===== src/rtl/input_debouncer.sv =====
// Debounces a bank of switches and five buttons against a slow sample tick.
// Buttons additionally produce press/release pulses, and every accepted
// change is queued as a 4-bit event code in a small FIFO for a consumer.
module input_debouncer #(
    parameter int BITS           = 16,
    parameter int TICK_DIV       = 50000,
    parameter int STABLE_SAMPLES = 3,
    parameter int FIFO_DEPTH     = 4
) (
    input  logic            CLOCK,
    input  logic            RESET,
    input  logic [BITS-1:0] SW,
    input  logic            BTNC,
    input  logic            BTNU,
    input  logic            BTNL,
    input  logic            BTNR,
    input  logic            BTND,
    output logic [BITS-1:0] SW_DB,
    output logic [4:0]      BTN_DB,
    output logic [4:0]      BTN_PRESS,
    output logic [4:0]      BTN_RELEASE,
    output logic            EVT_VALID,
    input  logic            EVT_READY,
    output logic [3:0]      EVT_CODE,
    output logic            EVT_OVERFLOW
);
    timeunit 1ns;
    timeprecision 1ps;

    // Buttons occupy bits 0..4 of the combined input vector, switches follow.
    localparam int NIN = BITS + 5;
    localparam int CW  = (TICK_DIV > 1) ? $clog2(TICK_DIV) : 1;
    localparam int AW  = $clog2(FIFO_DEPTH);
    localparam logic [CW-1:0] TICK_LAST = CW'(TICK_DIV - 1);
    localparam logic [CW-1:0] CNT_ONE   = CW'(1);
    localparam logic [AW:0]   PTR_ONE   = (AW + 1)'(1);

    logic [NIN-1:0] raw_in;
    logic [NIN-1:0] sync_meta;
    logic [NIN-1:0] sync_out;

    logic [CW-1:0] tick_cnt;
    logic          tick;

    logic [STABLE_SAMPLES-1:0] hist      [NIN];
    logic [STABLE_SAMPLES-1:0] hist_next [NIN];
    logic [NIN-1:0] db;
    logic [NIN-1:0] db_next;
    logic [NIN-1:0] db_change;

    logic [4:0] press_q;
    logic [4:0] release_q;

    logic [5:0] pending;
    logic [5:0] new_events;
    logic [5:0] evt_dir;
    logic [5:0] drain_clear;
    logic       drain_valid;
    logic [3:0] drain_code;

    logic [3:0]  fifo_mem [FIFO_DEPTH];
    logic [AW:0] wr_ptr;
    logic [AW:0] rd_ptr;
    logic        fifo_empty;
    logic        fifo_full;
    logic        pop;
    logic        push;
    logic        drop;
    logic        overflow_q;

    assign raw_in = {SW, BTND, BTNR, BTNL, BTNU, BTNC};

    // Two-flop synchronizer on every raw input before any other use.
    always_ff @(posedge CLOCK or posedge RESET) begin
        if (RESET) begin
            sync_meta <= '0;
            sync_out  <= '0;
        end else begin
            sync_meta <= raw_in;
            sync_out  <= sync_meta;
        end
    end

    assign tick = (tick_cnt == TICK_LAST);

    // Free-running sample divider; tick is high during the last count.
    always_ff @(posedge CLOCK or posedge RESET) begin
        if (RESET) begin
            tick_cnt <= '0;
        end else if (tick) begin
            tick_cnt <= '0;
        end else begin
            tick_cnt <= tick_cnt + CNT_ONE;
        end
    end

    // Shifted history and acceptance: a level is taken only when every sample agrees.
    always_comb begin
        db_next = db;
        for (int i = 0; i < NIN; i++) begin
            hist_next[i] = {hist[i][STABLE_SAMPLES-2:0], sync_out[i]};
            if (tick && (&hist_next[i])) begin
                db_next[i] = 1'b1;
            end else if (tick && !(|hist_next[i])) begin
                db_next[i] = 1'b0;
            end
        end
        db_change = db_next ^ db;
    end

    // Sample histories and debounced levels advance only on the tick.
    always_ff @(posedge CLOCK or posedge RESET) begin
        if (RESET) begin
            for (int i = 0; i < NIN; i++) begin
                hist[i] <= '0;
            end
            db <= '0;
        end else if (tick) begin
            for (int i = 0; i < NIN; i++) begin
                hist[i] <= hist_next[i];
            end
            db <= db_next;
        end
    end

    // Edge pulses line up with the first cycle the new debounced level is visible.
    always_ff @(posedge CLOCK or posedge RESET) begin
        if (RESET) begin
            press_q   <= '0;
            release_q <= '0;
        end else begin
            press_q   <= db_change[4:0] & db_next[4:0];
            release_q <= db_change[4:0] & ~db_next[4:0];
        end
    end

    assign new_events = {|db_change[NIN-1:5], db_change[4:0]};
    assign evt_dir    = {1'b1, db[4:0]};

    // Pick the lowest pending source; its direction is the current debounced level.
    always_comb begin
        drain_valid = 1'b0;
        drain_clear = '0;
        drain_code  = '0;
        for (int i = 0; i < 6; i++) begin
            if (pending[i] && !drain_valid) begin
                drain_valid    = 1'b1;
                drain_clear[i] = 1'b1;
                drain_code     = {evt_dir[i], 3'(i)};
            end
        end
    end

    // Pending mask collects a tick's changes and loses one bit per drained event.
    always_ff @(posedge CLOCK or posedge RESET) begin
        if (RESET) begin
            pending <= '0;
        end else begin
            pending <= (pending & ~drain_clear) | new_events;
        end
    end

    assign fifo_empty = (wr_ptr == rd_ptr);
    assign fifo_full  = (wr_ptr[AW] != rd_ptr[AW]) && (wr_ptr[AW-1:0] == rd_ptr[AW-1:0]);
    assign pop        = !fifo_empty && EVT_READY;
    assign push       = drain_valid && (!fifo_full || pop);
    assign drop       = drain_valid && fifo_full && !pop;

    // FIFO pointers carry an extra wrap bit; a dropped event latches the overflow flag.
    always_ff @(posedge CLOCK or posedge RESET) begin
        if (RESET) begin
            wr_ptr     <= '0;
            rd_ptr     <= '0;
            overflow_q <= 1'b0;
        end else begin
            if (push) begin
                wr_ptr <= wr_ptr + PTR_ONE;
            end
            if (pop) begin
                rd_ptr <= rd_ptr + PTR_ONE;
            end
            if (drop) begin
                overflow_q <= 1'b1;
            end
        end
    end

    // Event storage needs no reset; the head is masked whenever the FIFO is empty.
    always_ff @(posedge CLOCK) begin
        if (push) begin
            fifo_mem[wr_ptr[AW-1:0]] <= drain_code;
        end
    end

    assign SW_DB        = db[NIN-1:5];
    assign BTN_DB       = db[4:0];
    assign BTN_PRESS    = press_q;
    assign BTN_RELEASE  = release_q;
    assign EVT_VALID    = !fifo_empty;
    assign EVT_CODE     = fifo_empty ? 4'd0 : fifo_mem[rd_ptr[AW-1:0]];
    assign EVT_OVERFLOW = overflow_q;

endmodule


===== config.mk =====
export PLATFORM = sky130hd
export DESIGN_NAME = input_debouncer
export DESIGN_NICKNAME = d
export VERILOG_FILES = /design/src/rtl/input_debouncer.sv
export SDC_FILE = /design/constraint.sdc
export NUM_CORES = 1
export LEC_CHECK = 0
export ABC_CLOCK_PERIOD_IN_PS = 13900
export CAP_MARGIN = 25
export CORE_ASPECT_RATIO = 1.5
export CORE_MARGIN = 1
export CORE_UTILIZATION = 50
export DETAILED_ROUTE_END_ITERATION = 7
export PLACE_DENSITY_LB_ADDON = 0.1
export SLEW_MARGIN = 5
export SYNTH_ARGS = -nofsm -noshare
export SYNTH_HDL_FRONTEND = slang
export SYNTH_SLANG_ARGS = --single-unit

===== constraint.sdc =====
create_clock -name CLOCK -period 13.9 [get_ports CLOCK]
set_input_delay 2.085 -clock CLOCK [delete_from_list [all_inputs] [get_ports CLOCK]]
set_output_delay 2.085 -clock CLOCK [all_outputs]
set_load 0.02 [all_outputs]

# == Yosys cells after proc, flatten, opt, wreduce, memory -nomap -nowiden ==
# Memory sizes are Yosys's and may differ from the RTL's.
# Index checks and enable logic that the tools add are counted.
# word_totals
mem_count,1
out_inout_bits,37
wordCells,234
regBits,144
ram_bits,16
# op_classes
bitwise,7
mux,63
n_reduce_logical,125
n_eq_ne,4
n_addsub,3
# memory_table
name,depth,width,read_ports,rd_ports_with_merged_regs,write_ports,line_no,rtl
fifo_mem,4,4,1,0,1,61,logic [3:0] fifo_mem [FIFO_DEPTH];
# ops
cell,n
AND reduction 3 bit,21
OR reduction 3 bit,21
two-way mux 1 bit,55
logical AND 1 bit,52
zero test 1 bit,29
two-way mux 4 bit,7
XOR 21 bit,1
"adder 16 x 1 -> 16 bit, second input constant",1
"equality test 16 bit, second input constant",1
two-way mux 16 bit,1
OR reduction 16 bit,1
AND 5 bit,2
"adder 3 x 1 -> 3 bit, second input constant",2
AND 6 bit,1
inverter 6 bit,1
bitwise OR 6 bit,1
inverter 5 bit,1
equality test 3 bit,1
equality test 2 bit,1
logical OR 1 bit,1
!= test 1 bit,1

# == Depth between registers and ports, before layout ==
# Gate-level depths: netlist of run 1.
# logic_depth
word_depth,19
depth_mapped,10

# == Worst setup path after synthesis of run 1 ==
# Ideal clock, no wire load.
# synth_path
path_kind,register to output
start,reg rd_ptr[0]
end,out EVT_CODE[0]
path_slack_ns,10.538
arrival_time_ns,1.277
t_required_ns,11.815
stages_incl_launch_ff,6
n_path_buf,1
cell_sequence,dfrtp_1 -> buf_2 -> xor2_1 -> nor2_1 -> nand2_1 -> and2_1
# synth_between
elab_chain_len,2
word_cells_on_any_way,3
# synth_lines
item,line_no,rtl
from (decl),63,logic [AW:0] rd_ptr;
from (signal assigned),180,rd_ptr <= rd_ptr + PTR_ONE;
memory read (4 x 4 bit) / equality test 3 bit (equally long branches),-,
two-way mux 4 bit (*),200,assign EVT_CODE = fifo_empty ? 4'd0 : fifo_mem[rd_ptr[AW-1:0]];
to (decl),24,"output logic [3:0] EVT_CODE,"
# Mark *: on every way between the ends. The rest lies on a longest branch, timed or not.

# == Worst setup path after layout of run 1 ==
# layout_path
start,reg rd_ptr[0]
end,out EVT_CODE[1]
# The elaborated chain is that of the path after synthesis.

==> results of run 1 <==
[flip-flops by register name, indices dropped and copies added (netlist names)]
name	count
sync_out	21
pending	6
db	21
BTN_PRESS	5
EVT_OVERFLOW	1
BTN_RELEASE	5
rd_ptr	3
sync_meta	21
fifo_mem	16
wr_ptr	3
tick_cnt	16
hist	42
[logic make-up after synthesis]
group	after synthesis	share of synthesized area (%)
multiplexers	8	2.052
AND/OR/NAND/NOR	273	20.73
flip-flops	160	63.18
buffers and inverters	39	2.807
XOR/XNOR	20	2.710
AO/OA/AOI/OAI	62	5.420
adder cells (fa/ha/maj)	16	3.097
[stage by stage]
step                util [%]  setup WS, ns
floorplan                  -         7.949
global placement       57.55         10.03
detailed placement     57.55         9.990
CTS                    62.30         9.565
global route           62.30         9.452
finish                 62.30         9.606
[report_power, final]
part | internal, W | leakage (nW) | switching (W)
Combinational | 0.0000215 | 1.32 | 0.0000202
Clock | 0.000263 | 0.291 | 0.000196
Sequential | 0.000483 | 2.08 | 0.0000146
Total | 0.000767 | 3.68 | 0.000231
[how the worst min path moves through the flow]
stage | startpoint | to | slack (ns) | depth (start not counted)
2_1_floorplan | sync_meta[0] | sync_out[0] | 0.33 | 0
3_3_place_gp | sync_meta[17] | sync_out[17] | 0.33 | 0
3_5_place_dp | sync_meta[0] | sync_out[0] | 0.33 | 0
4_1_cts | sync_meta[0] | sync_out[0] | 0.35 | 0
5_1_grt | sync_meta[14] | sync_out[14] | 0.35 | 0
6_report | sync_meta[0] | sync_out[0] | 0.35 | 0
[synth_stat cells, types with 3 or more instances]
library cell  instances  area (sq um)
a21oi_1              27         135.1
a31oi_1              16         100.1
and2_1                9         56.30
and3_1                3         18.77
and4b_1               6         60.06
buf_2                 9         45.04
clkbuf_1              5         18.77
dfrtp_1             144          3603
edfxtp_1             16         480.5
ha_1                 16         200.2
inv_1                23         86.33
mux4_2                4         90.09
nand2_1             146         548.0
nand3_1               8         40.04
nand4_1               5         31.28
nand4b_1              7         61.31
nor2_1               40         150.1
nor3_1                4         20.02
nor4_1                4         25.02
nor4b_1              14         122.6
o21ai_1              11         55.05
or3_1                16         100.1
or4_1                 3         22.52
xnor2_1               8         70.07
xor2_1               12         105.1
[area by class of cell]
type                    count  area (sq um)  area share [%]
flip-flops and latches    160          4084           52.39
multi-input cells         379          2200           28.22
repair buffers             64         630.6           8.090
clock buffers              18         450.4           5.778
well taps                 156         195.2           2.504
clock inverters            14         143.9           1.846
inverters                  23         91.34           1.172
[layer usage]
| layer | track usage, % | vias to the layer above |
|---|---|---|
| li1 | - | 2110 |
| met1 | 23.65 | 2156 |
| met2 | 34.80 | 73 |
| met3 | 3.698 | 20 |
| met4 | 9.490 | 0 |
| met5 | 0 | - |
==> impl_metrics.yaml, run 1 <==
status:
  status: "finished, final reports clean"
synthesis:
  synth_async_sr_flop_share_pct: 90.00
  synthCells: 578
  synth.avg_cell_area_sq_um: 11.18
  synth_cell_types: 42
  syn_nets: 618
  ys_seq_area_share_pct: 63.18
  synth_edf_count: 16
  synth-main-ff-cell: "dfrtp_1"
  synthesis.area_sq_um: 6464
  synth_seq_cells: 160
  yosysWarnings: 0
placement:
  gp_congestion: 0.7385
  place_inst: 782
  portBuffers: 60
  placed_cell_area_sq_um: 7201
  dpl.hpwl_um: 8041
clock_tree:
  postCtsResizedCells: 0
  clock-sinks: 160
  postCtsHoldBufs: 0
  cts_htree_levels: 4
  cts.path.max_buffers: 2
  cts_made_buffers: 17
  post_cts_buffers: 0
  cts_tree: "done"
  path_clk_slew_ns: 0.06
  clkLatencyLatePin_ns: 0.42
  root_buffer: "clkbuf_16"
floorplanning:
  dieHeight_um: 141.3
  die_x_um: 94.84
  ioPinCount: 61
  core_sq_um: 12510
  die_area_sq_um: 13400
  rows: 50
  floorplan.initialDensity_pct: 51.66
setup_path:
  crit_family: "flip-flops"
  critical_path_class: "reg -> out"
  endpoint_kind: "output pin"
  critPathLaunchType: "register"
  critPathSlowestCell: "dfrtp_1"
  r2r_end: "pending[2]"
  crit_start: "rd_ptr[0]"
  cp_slowest_stage_delay_ns: 0.56
  path_max_fanout: 7
  rr_startpoint: "tick_cnt[0]"
  crit_path_cell_trace: "mux4_2 > and2_1 > clkdlybuf4s50_1"
  reg2reg_depth: 9
  cp.arrival_ns: 2.21
  crit_path_end: "EVT_CODE[1]"
  path_buf_inv: 1
  worstPathRequired_ns: 11.81
  critical_path_depth: 3
  regToRegSetupSlack_ns: 11.06
drt:
  viasPerCell: 5.355
  wl_per_cell_um: 14.78
  vias: 4359
  drc: 0
  wl_met2_um: 6452
  wl_met3_um: 282
  dr.first_iter.drc_count: 334
  routed.top_layer: "met4"
  ant_nets: 0
  routed_wl_um: 12030
  m1WireLength_um: 5037
  firstDrtPassIters: 4
power:
  power_w: 0.0009976
  ir_worst_vdd_mv: 0.08638
  powerDensity_nw_per_um2: 128.0
  p_leak_nw: 3.684
timing:
  slew_headroom_pct: 46.25
  drv_slew: 0
  rsz0062_at_grt: "false"
  fmax_mhz: 232.9
  finalCritPeriodShare_pct: 30.89
  setup_tns_ns: 0
  whs_ns: 0.3485
  tightest_slew_ns: 0.8063
  finalHoldViolations: 0
  fin_skew_ns: 0.006526
  setup_viol: 0
  fin_crit_ns: 4.294
final_layout:
  insertedDiodeCount: 0
  num-fill-cells: 985
  mostFrequentLayoutCells: "146 x nand2_1, 144 x dfrtp_1, 60 x clkdlybuf4s50_1"
  final_area_sq_um: 7795
  drive_above_1_share_pct: 6.991
  layout_commonest_cell: "nand2_1"
  fin_cells: 814
  fin_nets: 685
  areaGrowthSynthToFinish_pct: 20.60
global_routing:
  globalRouteOverflowTotal: 0
  antenna_found_initial: 0
  grt_pass1_vias: 4393
  grt_usage_pct: 20.05
  grt_max_degree: 92
  grt_pass1_wl_um: 20600
flow_run:
  cap_viol_max_count: 0
worst_hold_path:
  hp-class: "reg -> reg"
Note: power is estimated with default switching activity, not from simulation.
==> run 2, diff against run 1 <==
Settings changed: ABC_CLOCK_PERIOD_IN_PS 13900 to 3670.
Clock period 13.9 ns to 3.67 ns, I/O delays scaled along.
==> run 2 against run 1 <==
  * Clock skew fell by 0.0012 ns
  * Via count is essentially flat
  * Utilization is 0.53 points higher
  * Combinational power rose to 4.0 times the previous value
  * Sequential power increased to 3.8 times the previous value
  * Global-route usage up 0.23 points
  * Die area stayed put
  * Setup slack worse by 8.7 ns
  * Sequential cell count unchanged
  * Clock-buffer cell count is 2 higher
  * Critical path type unchanged
  * Critical endpoint is now EVT_CODE[0]
==> impl_metrics.yaml, run 2 (synthesis results as in run 1) <==
clock_tree:
  postCtsResizedCells: 0
  cts_tree: "done"
  clock-sinks: 160
  cts_made_buffers: 17
  clkLatencyLatePin_ns: 0.42
  path_clk_slew_ns: 0.06
  root_buffer: "clkbuf_16"
  cts.path.max_buffers: 2
  postCtsHoldBufs: 0
  cts_htree_levels: 4
  post_cts_buffers: 0
timing:
  fin_crit_ns: 2.786
  whs_ns: 0.3468
  finalHoldViolations: 0
  setup_viol: 0
  rsz0062_at_grt: "false"
  setup_tns_ns: 0
  fmax_mhz: 358.9
  drv_slew: 0
  finalCritPeriodShare_pct: 75.92
  slew_headroom_pct: 52.64
  tightest_slew_ns: 0.7083
  fin_skew_ns: 0.005299
placement:
  gp_congestion: 0.7726
  portBuffers: 60
  dpl.hpwl_um: 8369
final_layout:
  mostFrequentLayoutCells: "146 x nand2_1, 144 x dfrtp_1, 60 x clkdlybuf4s50_1"
  insertedDiodeCount: 0
  fin_nets: 687
  largest_reg_flops: 42
  top_register: "hist"
  layout_commonest_cell: "nand2_1"
  areaGrowthSynthToFinish_pct: 21.62
  drive_above_1_share_pct: 6.687
setup_path:
  cp_slowest_stage_delay_ns: 0.57
  crit_family: "flip-flops"
  critical_path_class: "reg -> out"
  path_max_fanout: 7
  path_buf_inv: 1
  crit_path_cell_trace: "mux4_2 > and2_1 > clkdlybuf4s50_1"
  critPathLaunchType: "register"
  worstPathRequired_ns: 3.12
  cp.arrival_ns: 2.24
  endpoint_kind: "output pin"
  critPathSlowestCell: "dfrtp_1"
flow_run:
  cap_viol_max_count: 0
floorplanning:
  floorplan.initialDensity_pct: 51.66
  die_x_um: 94.84
  rows: 50
  ioPinCount: 61
  die_area_sq_um: 13400
  core_sq_um: 12510
  dieHeight_um: 141.3
power:
  ir_worst_vdd_mv: 0.3352
  powerDensity_nw_per_um2: 493.3
  p_leak_nw: 3.704
status:
  status: "finished, final reports clean"
drt:
  vias: 4361
  drc: 0
  routed_wl_um: 12310
  wl_per_cell_um: 15.13
  firstDrtPassIters: 4
  dr.first_iter.drc_count: 218
  ant_nets: 0
  viasPerCell: 5.357
worst_hold_path:
  hp-class: "reg -> reg"
global_routing:
  grt_pass1_wl_um: 20450
  antenna_found_initial: 0
  grt_usage_pct: 20.27
  globalRouteOverflowTotal: 0
  grt_max_degree: 50
  grt_pass1_vias: 4180
## run 2: changes by cell type in the layout (fill, tap and decap cells not counted), moves of 2 or more
cell        change
inv_6           -6
buf_12          +3
bufinv_16       +3
clkbuf_1        +2
clkinv_4        -2
clkinvlp_4      +2
inv_8           -2
## run 2: area by class of cell
class                           count  area (sq um)
Fill cell                        1019          4651
Sequential cell                   160          4084
Multi-Input combinational cell    379          2200
Timing Repair Buffer               66         683.2
Clock buffer                       20         446.7
Tap cell                          156         195.2
Clock inverter                     10         162.7
Inverter                           23         90.09
## run 2: final timing paths
check	cells after the start	slack (ns)	to	from
worst max-delay path	3	0.88	EVT_CODE[0]	rd_ptr[0]
worst min-delay path	0	0.35	sync_out[18]	sync_meta[18]
worst max register to register	6	0.96	db[5]	tick_cnt[7]
worst min register to register	0	0.35	sync_out[18]	sync_meta[18]
max in group asynchronous	4	2.30	hist[42]	RESET
min in group asynchronous	2	0.55	BTN_RELEASE[0]	RESET
## run 2: metal layers
metal | GRT usage, % | up-vias | wire (um)
met1 | 24.00 | 2147 | 5073
li1 | - | 2122 | -
met2 | 34.87 | 69 | 6636
met3 | 4.770 | 23 | 331
met5 | 0 | - | 0
met4 | 8.533 | 0 | 271
## run 2: worst register-to-register path: stages (launching register included)
cell	delay (ns)
dfrtp_1	0.41
nor4b_1	0.40
nand4_1	0.65
buf_4	0.54
or3_1	0.37
a21oi_1	0.17
nor2_1	0.06
## run 2: where the power goes
| part | internal, W | switching [W] |
|---|---|---|
| clock network | 0.00115 | 0.000677 |
| registers | 0.00183 | 0.0000584 |
| logic | 0.0000880 | 0.0000785 |
| total | 0.00306 | 0.000814 |
## run 2: per-stage QoR
stage / area (sq um) / power [W] / setup slack (ns) / instances / utilization, %
floorplan: 6467 / 0.002014 / 1.314 / 578 / -
global placement: 7232 / 0.002084 / 1.080 / 783 / 57.80
detailed placement: 7252 / 0.002092 / 0.9588 / 784 / 57.96
CTS: 7861 / 0.003917 / 0.8288 / 814 / 62.83
global route: 7861 / 0.004020 / 0.7182 / 814 / 62.83
finish: 7861 / 0.003878 / 0.8838 / 814 / 62.83
==> run 3, diff against run 2 <==
Settings changed: ABC_CLOCK_PERIOD_IN_PS 3670 to 2850.
Clock period 3.67 ns to 2.85 ns, I/O delays scaled along.
==> run 3 against run 2 <==
  * Highest routed layer unchanged
  * Sequential power is 29% higher
  * Via count is 0.11% lower
  * Non-clock buffer count is 2 higher
  * Combinational power is 25% higher
  * Total power is 29% higher
  * Cell count is 0.49% higher
  * Sequential share of layout area hardly changed
  * Register-to-register slack worse by 0.40 ns
  * Global-route usage is 0.055 points lower
==> impl_metrics.yaml, run 3 (synthesis results as in run 1) <==
status:
  status: "finished, final reports clean"
drt:
  firstDrtPassIters: 7
  wl_per_cell_um: 15.08
  dr.first_iter.drc_count: 245
  routed_wl_um: 12340
  vias: 4356
  drc: 0
  ant_nets: 0
  viasPerCell: 5.325
global_routing:
  globalRouteOverflowTotal: 0
  grt_usage_pct: 20.22
  grt_pass1_vias: 4350
  grt_max_degree: 83
  grt_pass1_wl_um: 20490
  antenna_found_initial: 0
timing:
  setup_viol: 0
  drv_slew: 0
  finalHoldViolations: 0
  tightest_slew_ns: 0.4497
  fin_skew_ns: 0.007941
  fin_crit_ns: 2.633
  setup_tns_ns: 0
  slew_headroom_pct: 69.60
  rsz0062_at_grt: "false"
  setup_slack_ns: 0.2172
  finalCritPeriodShare_pct: 92.38
  fmax_mhz: 379.8
final_layout:
  insertedDiodeCount: 0
  mostFrequentLayoutCells: "146 x nand2_1, 144 x dfrtp_1, 60 x clkdlybuf4s50_1"
  drive_above_1_share_pct: 7.251
  fin_nets: 689
  layout_commonest_cell: "nand2_1"
  areaGrowthSynthToFinish_pct: 21.70
  num-fill-cells: 999
  largest_reg_flops: 42
  multi_input_area_sq_um: 2200
  seq_area_sq_um: 4084
  top_register: "hist"
setup_path:
  cp.arrival_ns: 2.21
  cp_slowest_stage_delay_ns: 0.56
  worstPathRequired_ns: 2.42
  r2r_end: "pending[1]"
  critical_path_class: "reg -> out"
  critPathLaunchType: "register"
  path_max_fanout: 7
  reg2reg_depth: 7
  rr_startpoint: "tick_cnt[12]"
  regToRegSetupSlack_ns: 0.56
  crit_path_cell_trace: "mux4_2 > and2_1 > clkdlybuf4s50_1"
  critPathSlowestCell: "dfrtp_1"
  endpoint_kind: "output pin"
clock_tree:
  postCtsResizedCells: 0
  postCtsHoldBufs: 0
  root_buffer: "clkbuf_16"
  post_cts_buffers: 0
  cts_htree_levels: 4
  clock-sinks: 160
  cts_tree: "done"
  clkLatencyLatePin_ns: 0.42
  cts.path.max_buffers: 2
  path_clk_slew_ns: 0.06
  cts_made_buffers: 17
power:
  powerDensity_nw_per_um2: 634.8
  p_leak_nw: 3.721
  ir_worst_vdd_mv: 0.3692
placement:
  place_ws_ns: 0.5542
  portBuffers: 60
  dpl.hpwl_um: 8412
  gp_congestion: 0.7622
floorplanning:
  core_sq_um: 12510
  rows: 50
  ioPinCount: 61
  die_area_sq_um: 13400
  dieHeight_um: 141.3
  die_x_um: 94.84
  floorplan.initialDensity_pct: 51.66
worst_hold_path:
  min_to: "sync_out[1]"
  hp-class: "reg -> reg"
  hold_path_startpoint: "sync_meta[1]"
  hold-path-cell-count: 0
flow_run:
  cap_viol_max_count: 0
## run 3: cell count changes in the layout (fill, tap and decap cells not counted), sizes merged
cell	previous run	this run
buf	6	8
bufinv	4	3
clkbuf	20	21
clkinv	4	6
clkinvlp	3	1
inv	22	24
## run 3: through the flow
stage	cell area [sq um]	cells	utilization (%)	hold slack (ns)	total power (W)
2_1_floorplan	6467	578	-	0.3312	0.002593
3_3_place_gp	7242	786	57.88	0.3317	0.002679
3_5_place_dp	7242	786	57.88	0.3347	0.002689
4_1_cts	7866	818	62.87	0.3452	0.005070
5_1_grt	7866	818	62.87	0.3497	0.005178
6_report	7866	818	62.87	0.3443	0.004993
## run 3: how the worst max path moves through the flow
stage | from | depth (start not counted) | endpoint | slack, ns
global route | rd_ptr[0] | 5 | EVT_CODE[1] | 0.06
floorplan | RESET | 1 | BTN_PRESS[0] | 0.62
global placement | EVT_READY | 5 | wr_ptr[2] | 0.62
CTS | rd_ptr[0] | 3 | EVT_CODE[0] | 0.16
detailed placement | tick_cnt[12] | 7 | pending[0] | 0.55
finish | rd_ptr[0] | 3 | EVT_CODE[0] | 0.22
## run 3: report_power, final
group | total [W] | leakage [nW] | switching [W] | internal [W]
Sequential | 0.00243 | 2.08 | 0.0000728 | 0.00235
Clock | 0.00236 | 0.307 | 0.000895 | 0.00146
Combinational | 0.000209 | 1.34 | 0.000101 | 0.000108
## run 3: cell type report
type,count,area share [%]
clock inverter,11,1.941
inverter,23,1.145
tap,156,2.481
clock buffer,21,5.996
sequential,160,51.92
timing repair buffer,68,8.557
multi-input combinational,379,27.96
## run 3: routing by layer
layer	vias to the layer above	share of wire (%)	wire length [um]	track usage (%)
li1	2117	-	-	-
met1	2143	41	5000	23.24
met2	86	55	6803	36.31
met3	10	3.2	389	4.287
met4	0	1.1	141	7.496
met5	-	0	0	0
## run 3: worst max-delay path: cells and delay by family, from the launching register on
kind | cells | cell delay [ns]
multiplexers | 1 | 0.54
AND/OR/NAND/NOR | 1 | 0.16
flip-flops | 1 | 0.56
buffers and inverters | 1 | 0.52
